[config.mk]
export PLATFORM = sky130hd
export DESIGN_NAME = karplus_pluck_ctrl
export DESIGN_NICKNAME = d
export VERILOG_FILES = /design/src/rtl/karplus_pluck_ctrl.sv
export SDC_FILE = /design/constraint.sdc
export NUM_CORES = 1
export LEC_CHECK = 0
export ABC_AREA = 1
export CORE_MARGIN = 2
export CORE_UTILIZATION = 38
export DETAILED_ROUTE_END_ITERATION = 16
export DONT_BUFFER_PORTS = 1
export PLACE_DENSITY = 0.64
export SLEW_MARGIN = 20
export SYNTH_ARGS = -nofsm -noshare
export SYNTH_HDL_FRONTEND = slang
export SYNTH_SLANG_ARGS = --single-unit
export TNS_END_PERCENT = 30
[constraint.sdc]
create_clock -name clk -period 7.6 [get_ports clk]
set_clock_uncertainty 0.15 [all_clocks]
set_input_delay 1.52 -clock clk [delete_from_list [all_inputs] [get_ports clk]]
set_output_delay 1.52 -clock clk [all_outputs]
set_load 0.02 [all_outputs]
[src/rtl/karplus_pluck_ctrl.sv]
// Karplus-Strong pluck excitation sequencer.
// On an accepted pluck it latches the note's tap select and divider, then
// drives a burst of LFSR noise into the voice's delay line through the
// noise / noise_en / noise_pulse handshake. When the burst is done it hands
// the voice back to its own sample clock. Every output is a flop.
module karplus_pluck_ctrl #(
  parameter int unsigned DEPTH = 700,
  parameter int unsigned HALF  = 2,
  parameter logic [15:0] SEED  = 16'hACE1
) (
  input  logic        clk,
  input  logic        reset_n,
  input  logic        pluck,
  input  logic [9:0]  note_idx,
  input  logic [31:0] div_in,
  input  logic [1:0]  atten,
  output logic [15:0] noise,
  output logic        noise_en,
  output logic        noise_pulse,
  output logic [9:0]  sel_nota,
  output logic [31:0] div_freq_out,
  output logic        busy
);

  localparam int unsigned NW      = $clog2(DEPTH + 1);
  localparam int unsigned HW      = (HALF > 1) ? $clog2(HALF) : 1;
  localparam logic [HW-1:0] HLAST = HW'(HALF - 1);
  localparam logic [9:0] TAP_MAX  = 10'(DEPTH - 1);

  typedef enum logic [1:0] {
    S_IDLE,
    S_ARM,
    S_FILL,
    S_RELEASE
  } state_t;

  state_t        state_q, state_d;
  logic [HW-1:0] cnt_q, cnt_d;
  logic [NW-1:0] pcnt_q, pcnt_d;
  logic [NW-1:0] n_q, n_d;
  logic [15:0]   lfsr_q, lfsr_d;
  logic [15:0]   noise_q, noise_d;
  logic          en_q, en_d;
  logic          pulse_q, pulse_d;
  logic          busy_q, busy_d;
  logic [9:0]    sel_q, sel_d;
  logic [31:0]   div_q, div_d;

  logic [9:0]        tap;
  logic [15:0]       lfsr_nx;
  logic signed [15:0] lfsr_nx_s;
  logic [15:0]       noise_sh;
  logic [NW-1:0]     pcnt_inc;
  logic              adv;

  // LFSR successor, attenuated sample candidate and clamped tap select
  always_comb begin
    lfsr_nx   = {1'b0, lfsr_q[15:1]} ^ (lfsr_q[0] ? 16'hB400 : 16'h0000);
    lfsr_nx_s = lfsr_nx;
    noise_sh  = 16'(lfsr_nx_s >>> atten);
    tap       = (note_idx > TAP_MAX) ? TAP_MAX : note_idx;
    pcnt_inc  = pcnt_q + NW'(1);
  end

  // Burst sequencing. Output flops are loaded with the values that belong to
  // the state being entered, so each output is registered yet still lines up
  // exactly with the state it describes.
  always_comb begin
    state_d = state_q;
    cnt_d   = cnt_q;
    pcnt_d  = pcnt_q;
    n_d     = n_q;
    en_d    = en_q;
    pulse_d = pulse_q;
    busy_d  = busy_q;
    sel_d   = sel_q;
    div_d   = div_q;
    lfsr_d  = lfsr_q;
    noise_d = noise_q;
    adv     = 1'b0;

    unique case (state_q)
      S_IDLE: begin
        if (pluck) begin
          sel_d   = tap;
          div_d   = div_in;
          n_d     = NW'({1'b0, tap}) + NW'(1);
          adv     = 1'b1;
          cnt_d   = '0;
          en_d    = 1'b1;
          busy_d  = 1'b1;
          pulse_d = 1'b0;
          state_d = S_ARM;
        end
      end
      S_ARM: begin
        if (cnt_q == HLAST) begin
          cnt_d   = '0;
          pcnt_d  = '0;
          pulse_d = 1'b1;
          state_d = S_FILL;
        end else begin
          cnt_d = cnt_q + HW'(1);
        end
      end
      S_FILL: begin
        if (cnt_q != HLAST) begin
          cnt_d = cnt_q + HW'(1);
        end else begin
          cnt_d = '0;
          if (pulse_q) begin
            // falling edge: count the pulse and stage the next sample so it
            // is settled well before the following rising edge
            pulse_d = 1'b0;
            pcnt_d  = pcnt_inc;
            adv     = (pcnt_inc < n_q);
          end else if (pcnt_q == n_q) begin
            en_d    = 1'b0;
            state_d = S_RELEASE;
          end else begin
            pulse_d = 1'b1;
          end
        end
      end
      S_RELEASE: begin
        busy_d  = 1'b0;
        state_d = S_IDLE;
      end
      default: begin
        state_d = S_IDLE;
      end
    endcase

    if (adv) begin
      lfsr_d  = lfsr_nx;
      noise_d = noise_sh;
    end
  end

  // State and output registers, cleared asynchronously
  always_ff @(posedge clk or negedge reset_n) begin
    if (!reset_n) begin
      state_q <= S_IDLE;
      cnt_q   <= '0;
      pcnt_q  <= '0;
      n_q     <= '0;
      en_q    <= 1'b0;
      pulse_q <= 1'b0;
      busy_q  <= 1'b0;
      sel_q   <= '0;
      div_q   <= '0;
      lfsr_q  <= SEED;
      noise_q <= '0;
    end else begin
      state_q <= state_d;
      cnt_q   <= cnt_d;
      pcnt_q  <= pcnt_d;
      n_q     <= n_d;
      en_q    <= en_d;
      pulse_q <= pulse_d;
      busy_q  <= busy_d;
      sel_q   <= sel_d;
      div_q   <= div_d;
      lfsr_q  <= lfsr_d;
      noise_q <= noise_d;
    end
  end

  assign noise        = noise_q;
  assign noise_en     = en_q;
  assign noise_pulse  = pulse_q;
  assign sel_nota     = sel_q;
  assign div_freq_out = div_q;
  assign busy         = busy_q;

endmodule

* Word-level counts from Yosys, hierarchy flattened
Cells that the tools add are included.
Storage, ports and cells: output and inout port bits 61, input port bits 47, logic and storage cells 72, register bits after elaboration 100
Operators by class: eq/ne operators 10, bitwise logic cells 1, add/sub/neg operators 3, reduce and logical (&&, ||, !) cells 14, $lt $le $gt $ge 2, shift-type cells 1, mux-type cells 30
Operators with widths (count):
- $mux W10 | 4
- $add A10 B1 Y10 const B | 2
- $pmux W10 S2 | 1
- $mux W16 | 1
- $sshr A16 B2 Y16 | 1
- $xor A15 B16 Y16 | 1
- $mux W1 | 13
- $ne A2 B2 Y1 const B | 6
- $eq A10 B10 Y1 | 1
- $gt A10 B10 Y1 const B | 1
- $lt A10 B10 Y1 | 1
- $mux W2 | 5
- $reduce_and A5 Y1 | 2
- $pmux W1 S2 | 4
- $pmux W2 S4 | 1
- $reduce_and A4 Y1 | 2
- $reduce_bool A2 Y1 | 4
- $reduce_and A2 Y1 | 3
- $eq A2 B2 Y1 const B | 2
- $pmux W1 S3 | 1
- $reduce_bool A3 Y1 | 1
- $eq A2 B1 Y1 const B | 1
- $logic_not A2 Y1 | 1
- $reduce_or A2 Y1 | 1
- $add A1 B1 Y1 const B | 1

* Logic depth before layout (Yosys ltp)
Gate-level depths: netlist (run 1).
depth in word-level cells 5, gate-level depth with buffers 19, mapped depth without buffers 18

* Worst setup path before layout (run 1)
OpenSTA, ideal clock, no wires.
path kind input port to flip-flop, start point in note_idx[3], end point reg n_q[8], data required time 7.333 ns, arrival 2.772 ns, cell stages on the path 11, setup slack 4.561 ns, path buffers 0, path through inv_1 > nor3_1 > nand2_2 > nand2_1 > or2_2 > ha_1 > nand4_1 > nor2_1 > nand3_1 > nand2_1 > nand2_1
On the way: word-level cells in the longest chain between the ends 3
Ends and longest elaborated chain:
- start, declared | line 14 | input logic [9:0] note_idx,
- $gt A10 B10 Y1 | line 61 | tap = (note_idx > TAP_MAX) ? TAP_MAX : note_idx;
- $mux W10 | line 61
- named net tap[0] | line 49 | logic [9:0] tap;
- $add A10 B1 Y10 | line 87 | n_d = NW'({1'b0, tap}) + NW'(1);
- end signal, assigned | line 158 | n_q <= n_d;
- end, declared | line 40 | logic [NW-1:0] n_q, n_d;
The timed path passes the listed nets, and every way through them passes these cells. A chain may end at the register's enable or synchronous reset.

* Worst setup path after layout (run 1)
start point reg pcnt_q[0], end point reg lfsr_q[15]
On the way: word-level cells in the longest chain between the ends 5
Ends and longest elaborated chain:
- start, declared | line 39 | logic [NW-1:0] pcnt_q, pcnt_d;
- start signal, assigned | line 157 | pcnt_q <= pcnt_d;
- $add A10 B1 Y10 | line 62 | pcnt_inc = pcnt_q + NW'(1);
- $lt A10 B10 Y1 | line 116 | adv = (pcnt_inc < n_q);
- $mux W1 | line 111 | if (pulse_q) begin
- $mux W1 | line 107 | if (cnt_q != HLAST) begin
- $pmux W1 S2 | line 82 | unique case (state_q)
- end signal, assigned | line 164 | lfsr_q <= lfsr_d;
- end, declared | line 41 | logic [15:0] lfsr_q, lfsr_d;
No other way between the ends.

==> results of run 1 <==
## power by group
part	total [mW]	switching [mW]	internal, mW	leakage, nW
sequential	1.01	0.303	0.706	1.26
combinational	0.530	0.349	0.181	1.62
clock	0.473	0.208	0.266	0.146
total	2.01	0.860	1.15	3.03
## per-layer routing
layer / wire (um) / vias up
met4: 260 / 0
met2: 5770 / 181
li1: - / 2113
met3: 1100 / 19
met1: 5150 / 2012
met5: 0 / -
## flip-flops by register name, summed over array words and instances (netlist names)
| signal | cells |
|---|---|
| div_freq_out | 32 |
| lfsr_q | 16 |
| noise | 16 |
| n_q | 10 |
| pcnt_q | 10 |
| sel_nota | 10 |
| state_q | 2 |
| busy | 1 |
| cnt_q | 1 |
| noise_en | 1 |
| noise_pulse | 1 |
## synth_stat cells (4+ instances only)
cell        n  area share (%)
nand4_1    11             1.3
mux2i_1    14             2.7
buf_2       7            0.67
dfstp_2     8             4.0
or2_0       5            0.60
nand2_2     4            0.48
nor2_1     26             1.9
o22ai_1     8            0.96
inv_2       4            0.29
a21oi_1     4            0.38
xor2_1      4            0.67
nand3_1    53             5.1
o21ai_0    29             2.8
buf_1       7            0.50
dfrtp_1    92              44
ha_1       16             3.8
nand2_1   274              20
clkbuf_1    7            0.50
inv_1      64             4.6
o211ai_1    4            0.57
## logic make-up after synthesis
| logic type | share of synthesized area (%) |
|---|---|
| compound gates | 5.96 |
| buf+inv | 6.99 |
| flops | 48.0 |
| simple gates | 31.5 |
| fa+ha+maj | 3.83 |
| mux | 2.68 |
| xor+xnor | 1.01 |
## metrics by stage
| stage | cell area (um^2) | util, % | hold WS (ns) | worst slack [ns] | instances |
|---|---|---|---|---|---|
| floorplan | 5230 | - | 0.306 | 4.56 | 672 |
| global placement | 5350 | 40.1 | 0.323 | 3.81 | 825 |
| detailed placement | 5350 | 40.1 | 0.328 | 3.70 | 825 |
| CTS | 5650 | 42.3 | 0.345 | 3.67 | 841 |
| global route | 5650 | 42.3 | 0.369 | 3.25 | 841 |
| finish | 5650 | 42.3 | 0.344 | 3.66 | 841 |
## worst paths after layout
check / cells past startpoint / to / start / slack, ns
worst max-delay path: 17 / lfsr_q[15]$_DFFE_PN1P_ / pcnt_q[0]$_DFFE_PN0P_ / 3.66
worst min-delay path: 2 / lfsr_q[11]$_DFFE_PN1P_ / lfsr_q[11]$_DFFE_PN1P_ / 0.34
min in group asynchronous: 0 / div_freq_out[1]$_DFFE_PN0P_ / reset_n / 0.71
worst max register to register: 17 / lfsr_q[15]$_DFFE_PN1P_ / pcnt_q[0]$_DFFE_PN0P_ / 3.66
max in group asynchronous: 0 / lfsr_q[11]$_DFFE_PN1P_ / reset_n / 6.35
worst min register to register: 2 / lfsr_q[11]$_DFFE_PN1P_ / lfsr_q[11]$_DFFE_PN1P_ / 0.34
## final cells by class
| type | instances | area (um^2) | area share [%] |
|---|---|---|---|
| clock buffer | 11 | 243 | 4.29 |
| clock inverter | 5 | 60.1 | 1.06 |
| inverter | 68 | 255 | 4.52 |
| multi-input combinational | 480 | 2350 | 41.6 |
| sequential | 100 | 2510 | 44.5 |
| tap | 176 | 220 | 3.90 |
| timing repair buffer | 1 | 7.51 | 0.133 |
## worst max-delay path, stage by stage, from the launching register on
cell,delay (ns)
dfrtp_1,0.43
ha_1,0.21
nand2_1,0.07
nor2_2,0.14
nand4_1,0.12
or2_0,0.23
or2_0,0.21
and2_1,0.15
ha_1,0.27
nand2_1,0.07
inv_1,0.04
a21oi_1,0.13
nand3_1,0.08
nor2_1,0.13
nand3_2,0.53
nand2_2,0.67
nand2_1,0.13
nand2_1,0.09
## layout by cell type (no fill, tap or decap), types with 2 or more instances in the layout
master	netlist	routed
a21oi_1	4	4
and2_1	3	3
clkbuf_16	0	9
dfrtp_1	92	92
dfstp_2	8	8
ha_1	16	16
inv_1	64	64
inv_2	4	4
mux2i_1	14	14
nand2_1	274	273
nand2_2	4	5
nand3_1	53	53
nand3_2	2	2
nand4_1	11	11
nor2_1	26	26
nor2_2	3	3
nor3_2	2	2
nor4_1	2	2
o211ai_1	4	4
o21a_1	2	2
o21ai_0	29	29
o21ai_1	2	2
o21bai_1	3	3
o22ai_1	8	8
or2_0	5	5
or2_2	3	3
xnor2_1	2	2
xor2_1	4	4
==> flow_summary.yaml, run 1 <==
placed_design:
  globalplace.congestion: 0.834
  dp_hpwl_um: 8650
  io_buffers: 0
floorplanning:
  die_area_mm2: 0.0147
  start_util_pct: 39.2
  num_rows: 42
  dieWidth_um: 121
  dieHeight_um: 121
  core-area_mm2: 0.0133
  pin_count: 108
global_routing:
  gr-total-overflow: 0
  antenna_found_initial: 0
  top_usage_layer: "met2"
  grt.met2_usage_pct: 29.2
  use_met1_pct: 21.7
  grt_pass1_wl_um: 20600
  grt_pass1_vias: 4267
  track_usage_pct: 17.9
  grt_max_degree: 101
  grt.met3_usage_pct: 6.34
worst_setup_path:
  cp.arrival_ns: 4.09
  worstSetupStartpointType: "register"
  crit_type: "register to register"
  required_ns: 7.75
  path_max_fanout: 33
  end_kind: "register"
drt:
  vias_per_cell: 5.14
  routed_wl_um: 12300
  drcViolationCount: 0
  wire_per_inst_um: 14.6
  vias: 4325
  dr.first_iter.drc_count: 335
  ant_nets: 0
  first_pass_iters: 5
yosys:
  synth-seq-cells: 100
  avgSynthCellArea_um2: 7.78
  syn_nets: 735
  synth_warnings: 0
  synthCells: 672
  async_reset_ff_share_pct: 100
  netlist_area_mm2: 0.00523
  synthDistinctLibCells: 35
  synth_edf_count: 0
  synthFlopType: "dfrtp_1"
  seq_area_frac_synth_pct: 48.0
cts:
  hold_buffers: 0
  root_buffer: "clkbuf_16"
  htree_levels: 3
  postCtsSetupBuffers: 0
  clkLatencyLatePin_ns: 0.35
  cts_buffer_depth: 2
  path_clk_slew_ns: 0.07
  cts_resized: 0
  cts_buffers: 9
  cts_sinks: 100
  cts_tree: "built"
final_layout:
  finalNetCount: 723
  area_growth_pct: 8.09
  fill_cells: 1360
  diodes: 0
  drive_gt1_share_pct: 6.77
timing:
  fmax_ghz: 0.254
  final-max-slew-violation-count: 0
  tightest_slew_ns: 0.897
  setup_viol: 0
  rsz0062_at_grt: "false"
  min_period_over_period_pct: 51.9
  hold_viol: 0
  min_period_ns: 3.94
  setup_tns_ns: 0
  slew_headroom_pct: 40.2
power_and_ir_drop:
  finalPower_mw: 2.01
  power.leakage_nw: 3.03
  p_per_area_mw_per_mm2: 356
  max-vdd-ir-drop_v: 0.000185
hold_path:
  hold_path_class: "register to register"
status:
  status: "finished clean"
flow_run:
  cap_violations: 0
(Power assumes the default switching activity.)
==> run 2, diff against run 1 <==
--- a/config.mk
+++ b/config.mk
@@ -10,7 +10,7 @@
 export CORE_UTILIZATION = 38
 export DETAILED_ROUTE_END_ITERATION = 16
 export DONT_BUFFER_PORTS = 1
-export PLACE_DENSITY = 0.64
+export PLACE_DENSITY = 0.66
 export SLEW_MARGIN = 20
 export SYNTH_ARGS = -nofsm -noshare
 export SYNTH_HDL_FRONTEND = slang
==> constraint.sdc (replaced) <==
create_clock -name clk -period 3.6 [get_ports clk]
set_clock_uncertainty 0.15 [all_clocks]
set_input_delay 0.72 -clock clk [delete_from_list [all_inputs] [get_ports clk]]
set_output_delay 0.72 -clock clk [all_outputs]
set_load 0.02 [all_outputs]
==> flow_summary.yaml, run 2 (synthesis gave the netlist of run 1 again) <==
status:
  status: "finished clean"
worst_setup_path:
  crit_end: "noise[15]$_DFFE_PN0P_"
  end_kind: "register"
  r2r_cells: 17
  setup.worst_path.start: "pcnt_q[0]$_DFFE_PN0P_"
  path_max_fanout: 31
  cp.arrival_ns: 3.38
  reg2reg_to: "noise[15]$_DFFE_PN0P_"
  worstSetupStartpointType: "register"
  r2r_slack_ns: 0.35
  required_ns: 3.73
  crit_type: "register to register"
  worstReg2RegStart: "pcnt_q[0]$_DFFE_PN0P_"
timing:
  fmax_ghz: 0.308
  setup_viol: 0
  slew_headroom_pct: 44.6
  rsz0062_at_grt: "false"
  min_period_ns: 3.25
  final-max-slew-violation-count: 0
  hold_ws_ns: 0.0593
  hold_viol: 0
  tightest_slew_ns: 0.832
  setup_tns_ns: 0
  min_period_over_period_pct: 90.2
cts:
  path_clk_slew_ns: 0.07
  clkLatencyLatePin_ns: 0.35
  htree_levels: 3
  root_buffer: "clkbuf_16"
  cts_buffers: 9
  cts_sinks: 100
  cts_resized: 0
  cts_buffer_depth: 2
  cts_tree: "built"
final_layout:
  area_growth_pct: 8.90
  diodes: 0
  fill_cells: 1328
  most-common-layout-cells: "273 x nand2_1, 92 x dfrtp_1, 64 x inv_1"
  layout_commonest_cell: "nand2_1"
  drive_gt1_share_pct: 7.34
  largest_reg_flops: 32
  finalNetCount: 726
global_routing:
  grt_max_degree: 93
  track_usage_pct: 17.2
  grt.met3_usage_pct: 6.30
  grt.met2_usage_pct: 26.9
  grt_pass1_vias: 4072
  use_met1_pct: 22.1
  top_usage_layer: "met2"
  antenna_found_initial: 0
  grt_pass1_wl_um: 19700
  gr-total-overflow: 0
drt:
  wire_per_inst_um: 14.4
  first_pass_iters: 5
  vias: 4258
  drcViolationCount: 0
  ant_nets: 0
  routed_wl_um: 12100
  vias_per_cell: 5.05
  dr.first_iter.drc_count: 328
floorplanning:
  num_rows: 42
  core-area_mm2: 0.0133
  dieHeight_um: 121
  die_area_mm2: 0.0147
  start_util_pct: 39.2
  pin_count: 108
  dieWidth_um: 121
placed_design:
  dp_hpwl_um: 8580
  globalplace.congestion: 0.871
  io_buffers: 0
hold_path:
  hold_path_class: "input pin to async pin"
power_and_ir_drop:
  power.leakage_nw: 3.05
  switching_power_mw: 1.81
  share_seq_of_total_power_pct: 50.2
  pwr-share-comb_pct: 26.8
  p_per_area_mw_per_mm2: 745
  max-vdd-ir-drop_v: 0.000421
  p_sw_share_pct: 42.6
  p_int_mw: 2.43
  pwr-share-clk_pct: 23.0
flow_run:
  cap_violations: 0
-- run 2: worst max-delay path: stages, from the launching register on --
cell	delay [ns]
dfrtp_1	0.42
ha_1	0.22
nand2_1	0.07
nor2_2	0.14
nand4_1	0.11
or2_0	0.23
or2_0	0.22
and2_1	0.15
ha_1	0.28
nand2_1	0.08
inv_1	0.04
a21oi_1	0.13
nand3_1	0.09
nor2_1	0.11
nand3_2	0.09
nand2_2	0.43
nand2_1	0.13
nand2_1	0.09
-- run 2: worst min path at each step --
| stage | start | end | slack [ns] |
|---|---|---|---|
| floorplan | reset_n | busy$_DFFE_PN0P_ | 0.27 |
| global placement | reset_n | div_freq_out[0]$_DFFE_PN0P_ | 0.28 |
| detailed placement | reset_n | div_freq_out[0]$_DFFE_PN0P_ | 0.28 |
| CTS | reset_n | lfsr_q[7]$_DFFE_PN1P_ | 0.04 |
| global route | reset_n | lfsr_q[6]$_DFFE_PN1P_ | 0.03 |
| finish | reset_n | lfsr_q[6]$_DFFE_PN1P_ | 0.06 |
-- run 2: repair_timing --
| item | 4_1_cts | 5_1_grt |
|---|---|---|
| endpoints found under the hold margin | 92 | 0 |
| setup buffers | 0 | 0 |
| hold buffers | 1 | 0 |
-- run 2: cell type report --
| cell class | instances | area [um^2] | area share (%) |
|---|---|---|---|
| clock buffers | 10 | 239 | 4.20 |
| multi-input cells | 480 | 2350 | 41.3 |
| repair buffers | 4 | 50.0 | 0.879 |
| well taps | 176 | 220 | 3.87 |
| inverters | 68 | 255 | 4.48 |
| flip-flops and latches | 100 | 2510 | 44.1 |
| clock inverters | 6 | 63.8 | 1.12 |
-- run 2: routing by layer --
metal / part of all wire (%) / routed length [um]
met1: 45 / 5490
met2: 45 / 5490
met3: 7.7 / 938
met4: 1.6 / 195
met5: 0 / 0
-- run 2: power groups by stage --
stage	registers, mW	clock network, mW	logic [mW]
finish	2.13	0.975	1.14
global route	2.18	1.04	1.33
CTS	2.14	1.01	1.15
detailed placement	2.14	0	1.12
global placement	2.14	0	1.07
floorplan	2.05	0	0.916
-- run 2: per-stage QoR --
stage	utilization (%)	setup slack, ns	area [um^2]	std cells	total power, mW
finish	42.7	0.351	5690	844	4.24
global route	42.7	0.0429	5690	844	4.55
CTS	42.7	0.352	5690	844	4.29
detailed placement	40.2	0.389	5360	827	3.27
global placement	40.2	0.488	5360	827	3.21
floorplan	-	0.845	5230	672	2.97
==> run 3, diff against run 2 <==
--- a/config.mk
+++ b/config.mk
@@ -10,8 +10,8 @@
 export CORE_UTILIZATION = 38
 export DETAILED_ROUTE_END_ITERATION = 16
 export DONT_BUFFER_PORTS = 1
+export HOLD_SLACK_MARGIN = 0.08
 export PLACE_DENSITY = 0.66
-export SLEW_MARGIN = 20
 export SYNTH_ARGS = -nofsm -noshare
 export SYNTH_HDL_FRONTEND = slang
 export SYNTH_SLANG_ARGS = --single-unit
==> flow_summary.yaml, run 3 (synthesis gave the netlist of run 1 again) <==
placed_design:
  dp_hpwl_um: 8580
  io_buffers: 0
  dp.cells: 827
  globalplace.congestion: 0.871
power_and_ir_drop:
  finalPower_mw: 4.24
  max-vdd-ir-drop_v: 0.000415
  power.leakage_nw: 3.05
  p_per_area_mw_per_mm2: 744
cts:
  cts_buffer_depth: 2
  cts_sinks: 100
  postCtsSetupBuffers: 0
  path_clk_slew_ns: 0.07
  clkLatencyLatePin_ns: 0.35
  htree_levels: 3
  cts_tree: "built"
  cts_buffers: 9
  root_buffer: "clkbuf_16"
timing:
  slew_headroom_pct: 44.0
  rsz0062_at_grt: "false"
  tightest_slew_ns: 0.839
  min_period_over_period_pct: 89.9
  final-max-slew-violation-count: 0
  fmax_ghz: 0.309
  setup_viol: 0
  hold_viol: 0
  min_period_ns: 3.24
  setup_tns_ns: 0
final_layout:
  fill_cells: 1328
  area_growth_pct: 8.90
  fin_cells: 844
  drive_gt1_share_pct: 7.34
  most-common-layout-cells: "273 x nand2_1, 92 x dfrtp_1, 64 x inv_1"
  largest_reg_flops: 32
  diodes: 0
  finalNetCount: 726
  layout_commonest_cell: "nand2_1"
worst_setup_path:
  path_max_fanout: 31
  path_cells: "ha_1, nand2_1, nor2_2, nand4_1, or2_0, or2_0, and2_1, ha_1, nand2_1, inv_1, a21oi_1, nand3_1, nor2_1, nand3_2, nand2_2, nand2_1, nand2_1"
  cp.arrival_ns: 3.38
  end_kind: "register"
  worstSetupStartpointType: "register"
  crit_top_cell: "nand2_1"
  cpMaxStageDelayCell: "dfrtp_1"
  crit_type: "register to register"
  required_ns: 3.74
  slowest_delay_ns: 0.42
global_routing:
  antenna_found_initial: 0
  track_usage_pct: 16.9
  grt_pass1_vias: 4063
  gr-total-overflow: 0
  grt_max_degree: 101
  grt_pass1_wl_um: 19600
drt:
  dr.first_iter.drc_count: 310
  drcViolationCount: 0
  ant_nets: 0
  first_pass_iters: 4
  vias: 4222
  routed_wl_um: 11900
  wire_per_inst_um: 14.1
  vias_per_cell: 5.00
flow_run:
  cap_violations: 0
floorplanning:
  num_rows: 42
  dieHeight_um: 121
  pin_count: 108
  start_util_pct: 39.2
  dieWidth_um: 121
  core-area_mm2: 0.0133
  die_area_mm2: 0.0147
hold_path:
  hold_path_class: "input pin to async pin"
status:
  status: "finished clean"
[run 3: cell counts in the layout (fill, tap and decap cells not counted)]
No cell type changed its count.
[run 3: final timing paths]
kind                                       startpoint  depth (start not counted)                            to  slack [ns]
worst min-delay path                          reset_n                          1         pcnt_q[0]$_DFFE_PN0P_        0.10
min in group clk                           div_in[13]                          2  div_freq_out[13]$_DFFE_PN0P_        0.32
worst min register to register  lfsr_q[7]$_DFFE_PN1P_                          2         lfsr_q[6]$_DFFE_PN1P_        0.33
worst max-delay path            pcnt_q[0]$_DFFE_PN0P_                         17        lfsr_q[15]$_DFFE_PN1P_        0.36
max in group asynchronous                     reset_n                          1        lfsr_q[15]$_DFFE_PN1P_        2.75
worst max register to register  pcnt_q[0]$_DFFE_PN0P_                         17        lfsr_q[15]$_DFFE_PN1P_        0.36
[run 3: where the power goes]
group	internal [mW]	total [mW]	switching (mW)
clock network	0.556	0.973	0.417
registers	1.49	2.13	0.638
logic	0.386	1.14	0.750
[run 3: area by class of cell]
| type | count | area [um^2] | area share [%] |
|---|---|---|---|
| Timing Repair Buffer | 4 | 50.0 | 0.879 |
| Sequential cell | 100 | 2510 | 44.1 |
| Clock buffer | 10 | 239 | 4.20 |
| Tap cell | 176 | 220 | 3.87 |
| Inverter | 68 | 255 | 4.48 |
| Clock inverter | 6 | 63.8 | 1.12 |
| Multi-Input combinational cell | 480 | 2350 | 41.3 |
[run 3: timing repair]
action                    in CTS  in global routing
hold endpoints to repair     100                  0
resized for setup              0                  0
hold buffers                   1                  0
[run 3: routing by layer]
layer	global-route usage, %	part of all wire (%)	wire length, um
met3	6.30	7.9	944
met2	26.5	45	5390
met5	0	0	0
met1	21.7	45	5360
met4	5.39	1.6	187
[run 3: worst max-delay path: cells and delay by family (launching register included)]
kind | cells | cell delay, ns
adder cells (fa/ha/maj) | 2 | 0.50
AND/OR/NAND/NOR | 13 | 1.94
flip-flops | 1 | 0.42
buffers and inverters | 1 | 0.04
AO/OA/AOI/OAI | 1 | 0.13
[run 3: per-stage QoR]
step	area, um^2	setup slack [ns]	util (%)	hold WS (ns)
6_report	5690	0.363	42.7	0.104
5_1_grt	5690	0.0429	42.7	0.168
4_1_cts	5690	0.352	42.7	0.156
3_5_place_dp	5360	0.389	40.2	0.278
3_3_place_gp	5360	0.488	40.2	0.279
2_1_floorplan	5230	0.845	-	0.274
